--- src/rtl/tag_lookup_ctrl.sv ---
// rtl/tag_lookup_ctrl.sv - direct-mapped tag lookup front-end with miss refill and replay
// Optional hit/miss counters enabled by defining TAG_CTRL_STATS_EN.
module tag_lookup_ctrl #(
  parameter int ADDR_W   = 32,
  parameter int INDEX_W  = 8,
  parameter int OFFSET_W = 5,
  parameter int TAG_W    = 19
) (
  input  logic                clk,
  input  logic                rst_n,
  input  logic                req_valid,
  output logic                req_ready,
  input  logic [ADDR_W-1:0]   req_addr,
  output logic                resp_valid,
  output logic                resp_hit,
  output logic [ADDR_W-1:0]   resp_addr,
  output logic                refill_req_valid,
  input  logic                refill_req_ready,
  output logic [ADDR_W-1:0]   refill_req_addr,
  input  logic                refill_done,
  output logic [INDEX_W-1:0]  tag_raddr,
  output logic                tag_r_en,
  input  logic [TAG_W-1:0]    tag_rdata,
  output logic [INDEX_W-1:0]  tag_waddr,
  output logic                tag_w_en,
  output logic [TAG_W-1:0]    tag_wdata,
  output logic [31:0]         hit_count,
  output logic [31:0]         miss_count
);

  localparam int LINES = 1 << INDEX_W;

  if (TAG_W != ADDR_W - INDEX_W - OFFSET_W) begin : g_bad_tag_w
    $error("TAG_W must equal ADDR_W-INDEX_W-OFFSET_W");
  end

  typedef enum logic [2:0] {RUN, MISS_REQ, MISS_WAIT, FILL, REPLAY} state_t;

  state_t              state;
  logic                b_valid;
  logic [ADDR_W-1:0]   b_addr;
  logic [ADDR_W-1:0]   miss_addr;
  logic                replay_valid;
  logic [ADDR_W-1:0]   replay_addr;
  logic [LINES-1:0]    line_valid;

  logic                accept;
  logic                hit;
  logic [INDEX_W-1:0]  req_index;
  logic [INDEX_W-1:0]  b_index;
  logic [INDEX_W-1:0]  miss_index;
  logic [INDEX_W-1:0]  replay_index;
  logic [TAG_W-1:0]    b_tag;
  logic [TAG_W-1:0]    miss_tag;

  assign req_index    = req_addr[OFFSET_W+INDEX_W-1:OFFSET_W];
  assign b_index      = b_addr[OFFSET_W+INDEX_W-1:OFFSET_W];
  assign miss_index   = miss_addr[OFFSET_W+INDEX_W-1:OFFSET_W];
  assign replay_index = replay_addr[OFFSET_W+INDEX_W-1:OFFSET_W];
  assign b_tag        = b_addr[ADDR_W-1:ADDR_W-TAG_W];
  assign miss_tag     = miss_addr[ADDR_W-1:ADDR_W-TAG_W];

  assign accept   = req_valid && req_ready;
  assign tag_r_en = accept || (state == REPLAY);
  assign hit      = b_valid && line_valid[b_index] && (tag_rdata == b_tag);

  always_comb begin
    tag_raddr = '0;
    if (state == REPLAY) begin
      tag_raddr = replay_index;
    end else if (accept) begin
      tag_raddr = req_index;
    end
  end

  // req_ready is registered so it already reflects a miss detected in the previous cycle.
  always_ff @(posedge clk or negedge rst_n) begin
    if (!rst_n) begin
      state            <= RUN;
      req_ready        <= 1'b0;
      b_valid          <= 1'b0;
      b_addr           <= '0;
      miss_addr        <= '0;
      replay_valid     <= 1'b0;
      replay_addr      <= '0;
      line_valid       <= '0;
      resp_valid       <= 1'b0;
      resp_hit         <= 1'b0;
      resp_addr        <= '0;
      refill_req_valid <= 1'b0;
      refill_req_addr  <= '0;
      tag_w_en         <= 1'b0;
      tag_waddr        <= '0;
      tag_wdata        <= '0;
    end else begin
      resp_valid <= 1'b0;
      tag_w_en   <= 1'b0;
      case (state)
        RUN: begin
          if (b_valid && !hit) begin
            // The younger request read this cycle saw a stale line; park it for a re-read.
            state            <= MISS_REQ;
            req_ready        <= 1'b0;
            b_valid          <= 1'b0;
            miss_addr        <= b_addr;
            refill_req_valid <= 1'b1;
            refill_req_addr  <= {b_addr[ADDR_W-1:OFFSET_W], {OFFSET_W{1'b0}}};
            replay_valid     <= accept;
            replay_addr      <= req_addr;
          end else begin
            resp_valid <= b_valid;
            resp_hit   <= b_valid;
            if (b_valid) begin
              resp_addr <= b_addr;
            end
            b_valid   <= accept;
            b_addr    <= req_addr;
            req_ready <= 1'b1;
          end
        end
        MISS_REQ: begin
          if (refill_req_ready) begin
            refill_req_valid <= 1'b0;
            state            <= MISS_WAIT;
          end
        end
        MISS_WAIT: begin
          if (refill_done) begin
            state     <= FILL;
            tag_w_en  <= 1'b1;
            tag_waddr <= miss_index;
            tag_wdata <= miss_tag;
          end
        end
        FILL: begin
          line_valid[miss_index] <= 1'b1;
          resp_valid             <= 1'b1;
          resp_hit               <= 1'b0;
          resp_addr              <= miss_addr;
          state                  <= replay_valid ? REPLAY : RUN;
          req_ready              <= !replay_valid;
        end
        REPLAY: begin
          state        <= RUN;
          b_valid      <= 1'b1;
          b_addr       <= replay_addr;
          replay_valid <= 1'b0;
        end
        default: state <= RUN;
      endcase
    end
  end

`ifdef TAG_CTRL_STATS_EN
  always_ff @(posedge clk or negedge rst_n) begin
    if (!rst_n) begin
      hit_count  <= '0;
      miss_count <= '0;
    end else if (resp_valid) begin
      if (resp_hit && (hit_count != 32'hFFFF_FFFF)) begin
        hit_count <= hit_count + 32'd1;
      end
      if (!resp_hit && (miss_count != 32'hFFFF_FFFF)) begin
        miss_count <= miss_count + 32'd1;
      end
    end
  end
`else
  assign hit_count  = '0;
  assign miss_count = '0;
`endif

endmodule

--- config.mk ---
export PLATFORM = sky130hd
export DESIGN_NAME = tag_lookup_ctrl
export DESIGN_NICKNAME = d
export VERILOG_FILES = /design/src/rtl/tag_lookup_ctrl.sv
export SDC_FILE = /design/constraint.sdc
export NUM_CORES = 1
export LEC_CHECK = 0
export CAP_MARGIN = 0
export CORE_MARGIN = 5
export CORE_UTILIZATION = 45
export CTS_CLUSTER_DIAMETER = 50
export DETAILED_ROUTE_END_ITERATION = 6
export PLACE_DENSITY_LB_ADDON = 0.3
export SLEW_MARGIN = 10
export SYNTH_ARGS = -nofsm -noshare
export SYNTH_HDL_FRONTEND = slang
export SYNTH_SLANG_ARGS = --single-unit
--- constraint.sdc ---
create_clock -name clk -period 3.4 [get_ports clk]
set_input_delay 0.68 -clock clk [delete_from_list [all_inputs] [get_ports clk]]
set_output_delay 0.68 -clock clk [all_outputs]
set_load 0.02 [all_outputs]
==> results.yml <==
layout:
  area_growth_pct: 20.7
  final_cell_count_no_fill: 2242
  finalInstanceArea_um2: 22900
  drive_gt1_share_pct: 21.1
  net_count_reported_at_finish: 1729
  antenna_diodes: 0
  n_fill_cell: 3443
sta:
  max_slew_margin_pct: 30.5
  whs_ns: 0.0686
  fmax_ghz: 0.279
  final_worst_setup_slack_ns: -0.187
  drv_slew: 0
  skew_ns: 0.0353
  report.final.hold_viol_count: 0
  min_period_over_period_pct: 106
  worst_slew_pin_slew_ns: 1.04
  rsz0062_at_grt: "yes"
  layout_min_cycle_time_ns: 3.59
  report.final.setup_viol: 86
logic_synthesis:
  syn_area_per_cell_um2: 12.8
  most_numerous_cell_in_the_yosys_netlist: "sky130_fd_sc_hd__dfrtp_1"
  synth-seq-cells: 421
  postSynth.topFlopCell: "sky130_fd_sc_hd__dfrtp_1"
  ys_seq_area_share_pct: 55.6
  postSynthCellCount: 1486
  ys.warnings.count: 0
  synth_top_cells_by_count: "sky130_fd_sc_hd__dfrtp_1 (421), sky130_fd_sc_hd__o21bai_1 (128), sky130_fd_sc_hd__a21o_1 (127)"
  async_set_or_reset_register_ratio_after_synthesis_pct: 100
  synth.cell_area_um2: 19000
  post_synth_edffs: 0
  yosys-top-cells-area: "sky130_fd_sc_hd__dfrtp_1 (56%), sky130_fd_sc_hd__mux4_2 (7.0%), sky130_fd_sc_hd__o21bai_1 (5.1%)"
  yosysTopAreaCellShare_pct: 55.6
  synthDistinctLibCells: 57
  netlist.top_cell.by_area: "sky130_fd_sc_hd__dfrtp_1"
status:
  failed_checks: "negative setup slack"
  outcome: "finished with violations"
pwr:
  static_leakage_uw: 0.0111
  totalPowerFinal_uw: 21600
  worst_vdd_ir_mv: 0.514
  power.density_cell_area_nw_per_um2: 943
cts:
  clock_path_buffers: 3
  clkSlewWorstSetupHoldPaths_ns: 0.06
  h-tree-depth: 2
  ctsHoldBuffers: 0
  worst_skew_pair.late_latency_ns: 0.58
  clock_sink_count: 421
  number_of_cts_inserted_buffers: 46
  cts_root_buffer: "sky130_fd_sc_hd__clkbuf_16"
  cts_tree: "yes"
routing:
  drt_first_pass_iters: 5
  avgRoutedWirePerCell_um: 23.5
  avgViaCountPerCell: 5.80
  ant_nets: 0
  drt_drc_violations_left: 0
  dr.first_iter.drc_count: 899
  vias: 13000
  wl_um: 52600
setup_path:
  cp.required_ns: 3.85
  path_class: "reg2reg"
  r2r_setup_slack_ns: -0.19
  worstSetupStartpointType: "flip-flop"
  end_kind: "flip-flop"
  critPathMaxFanout: 31
  cell_count_of_the_worst_reg_to_reg_path: 9
  worst_r2r_endpoint: "replay_addr[26]"
  arrival_ns: 4.03
  critical_path.reg2reg.startpoint: "b_addr[5]"
placed_design:
  detailedPlacementHpwl_um: 35700
  placed_cell_area_um2: 21200
  io_buffer_count: 155
  routabilityCongestion: 0.870
  place_inst: 2158
grt:
  globalRoute.totalOverflow: 0
  grt_first_pass_wirelength_um: 81800
  globalRouteMet1Util_pct: 31.1
  grt.met3_usage_pct: 5.24
  most_crowded_layer_gr: "met2"
  grt_start_max_net_pins: 98
  groute.layer.met2.usage_pct: 35.0
  gr-usage-all-layers_pct: 22.4
  grt_pass1_vias: 13300
  grt_antenna_before_repair: 2
run:
  timing.max_cap.violations: 0
floorplanning:
  fp.dieW_um: 215
  die_area_um2: 46300
  floorplan.core_area_um2: 41900
  die-height_um: 215
  ios: 225
  starting_utilization_of_the_core_area_pct: 45.3
  num_rows: 75
worst_hold_path:
  worst_hold_path_type: "in2async"
-- sequential cells by signal, indices dropped and copies added (netlist names), 3 cells and up --
signal       flops
replay_addr     32
state            3
tag_waddr        8
miss_addr       32
resp_addr       32
line_valid     256
b_addr          32
tag_wdata       19
-- kinds of logic after synthesis --
logic type | synth area share (%)
AOI/OAI and AO/OA | 15.9
xor gates and xnor gates | 0.878
buffers and inverters | 6.13
DFF | 55.6
muxes | 16.2
other | 0.0198
and+or+nand+nor | 5.34
-- where the power goes --
part	total [µW]	switching [µW]	internal (µW)
Combinational	8760	4420	4340
Clock	4980	2010	2970
Sequential	7840	1310	6520
-- routing by layer --
layer	share of wire (%)	up-vias
met1	43	6736
met5	0.040	-
li1	-	5651
met4	3.5	4
met3	7.1	126
met2	47	496
-- cell type report --
type / count / area [µm²] / share of cell area, %
clock buffer: 65 / 1340 / 5.87
sequential: 421 / 10500 / 46.1
inverter: 7 / 26.3 / 0.115
clock inverter: 13 / 165 / 0.722
multi-input combinational: 940 / 7620 / 33.3
tap: 539 / 674 / 2.95
timing repair buffer: 257 / 2510 / 11.0
-- repair_timing --
action | in CTS | in global routing
buffers inserted | 0 | 6
pin swaps | 2 | 7
gates resized for setup | 12 | 21
setup endpoints to repair | 122 | 132
-- worst max-delay path by stage --
stage / startpoint / to / cells past startpoint
3_5_place_dp: tag_rdata[18] / b_addr[7] / 10
4_1_cts: b_addr[5] / replay_addr[29] / 9
5_1_grt: b_addr[5] / replay_addr[29] / 9
2_1_floorplan: b_addr[7] / miss_addr[0] / 14
3_3_place_gp: tag_rdata[12] / b_addr[7] / 10
6_report: b_addr[5] / replay_addr[26] / 9
-- placed cells by master, fill, tap and decap left out, types with 10 or more instances in the layout --
master,n
sky130_fd_sc_hd__a21oi_1,68
sky130_fd_sc_hd__mux2_4,36
sky130_fd_sc_hd__buf_12,12
sky130_fd_sc_hd__clkbuf_8,12
sky130_fd_sc_hd__a21o_1,127
sky130_fd_sc_hd__clkdlybuf4s50_1,153
sky130_fd_sc_hd__o21bai_1,128
sky130_fd_sc_hd__o22ai_1,63
sky130_fd_sc_hd__buf_4,81
sky130_fd_sc_hd__conb_1,69
sky130_fd_sc_hd__dfrtp_1,416
sky130_fd_sc_hd__clkbuf_16,46
sky130_fd_sc_hd__nor2b_1,17
sky130_fd_sc_hd__nor2_1,57
sky130_fd_sc_hd__nand3_1,22
sky130_fd_sc_hd__xor2_1,12
sky130_fd_sc_hd__mux4_2,59
sky130_fd_sc_hd__nand2_1,49
sky130_fd_sc_hd__mux2i_1,51
sky130_fd_sc_hd__mux2_2,57
sky130_fd_sc_hd__a31oi_1,10
sky130_fd_sc_hd__nand2b_1,10
-- critical path, stage by stage, from the launching register on --
cell and delay [ns]:
sky130_fd_sc_hd__dfrtp_4 0.50, sky130_fd_sc_hd__mux4_2 0.53, sky130_fd_sc_hd__mux4_2 0.52, sky130_fd_sc_hd__a22oi_2 0.22, sky130_fd_sc_hd__o311ai_1 0.15, sky130_fd_sc_hd__a2111o_1 0.53, sky130_fd_sc_hd__and3_4 0.22, sky130_fd_sc_hd__or2_4 0.26
sky130_fd_sc_hd__buf_12 0.19, sky130_fd_sc_hd__mux2_4 0.32
-- per-stage QoR --
| stage | util (%) | setup slack [ns] | TNS [ns] |
|---|---|---|---|
| final | 54.7 | -0.187 | -11.02 |
| after global routing | 54.7 | -0.232 | -16.47 |
| after CTS | 54.4 | -0.142 | -6.95 |
| after detailed placement | 50.7 | -0.352 | -23.62 |
| after global placement | 50.7 | -0.379 | -23.89 |
| after floorplan | - | 0.0227 | 0 |
(Power assumes the default switching activity.)
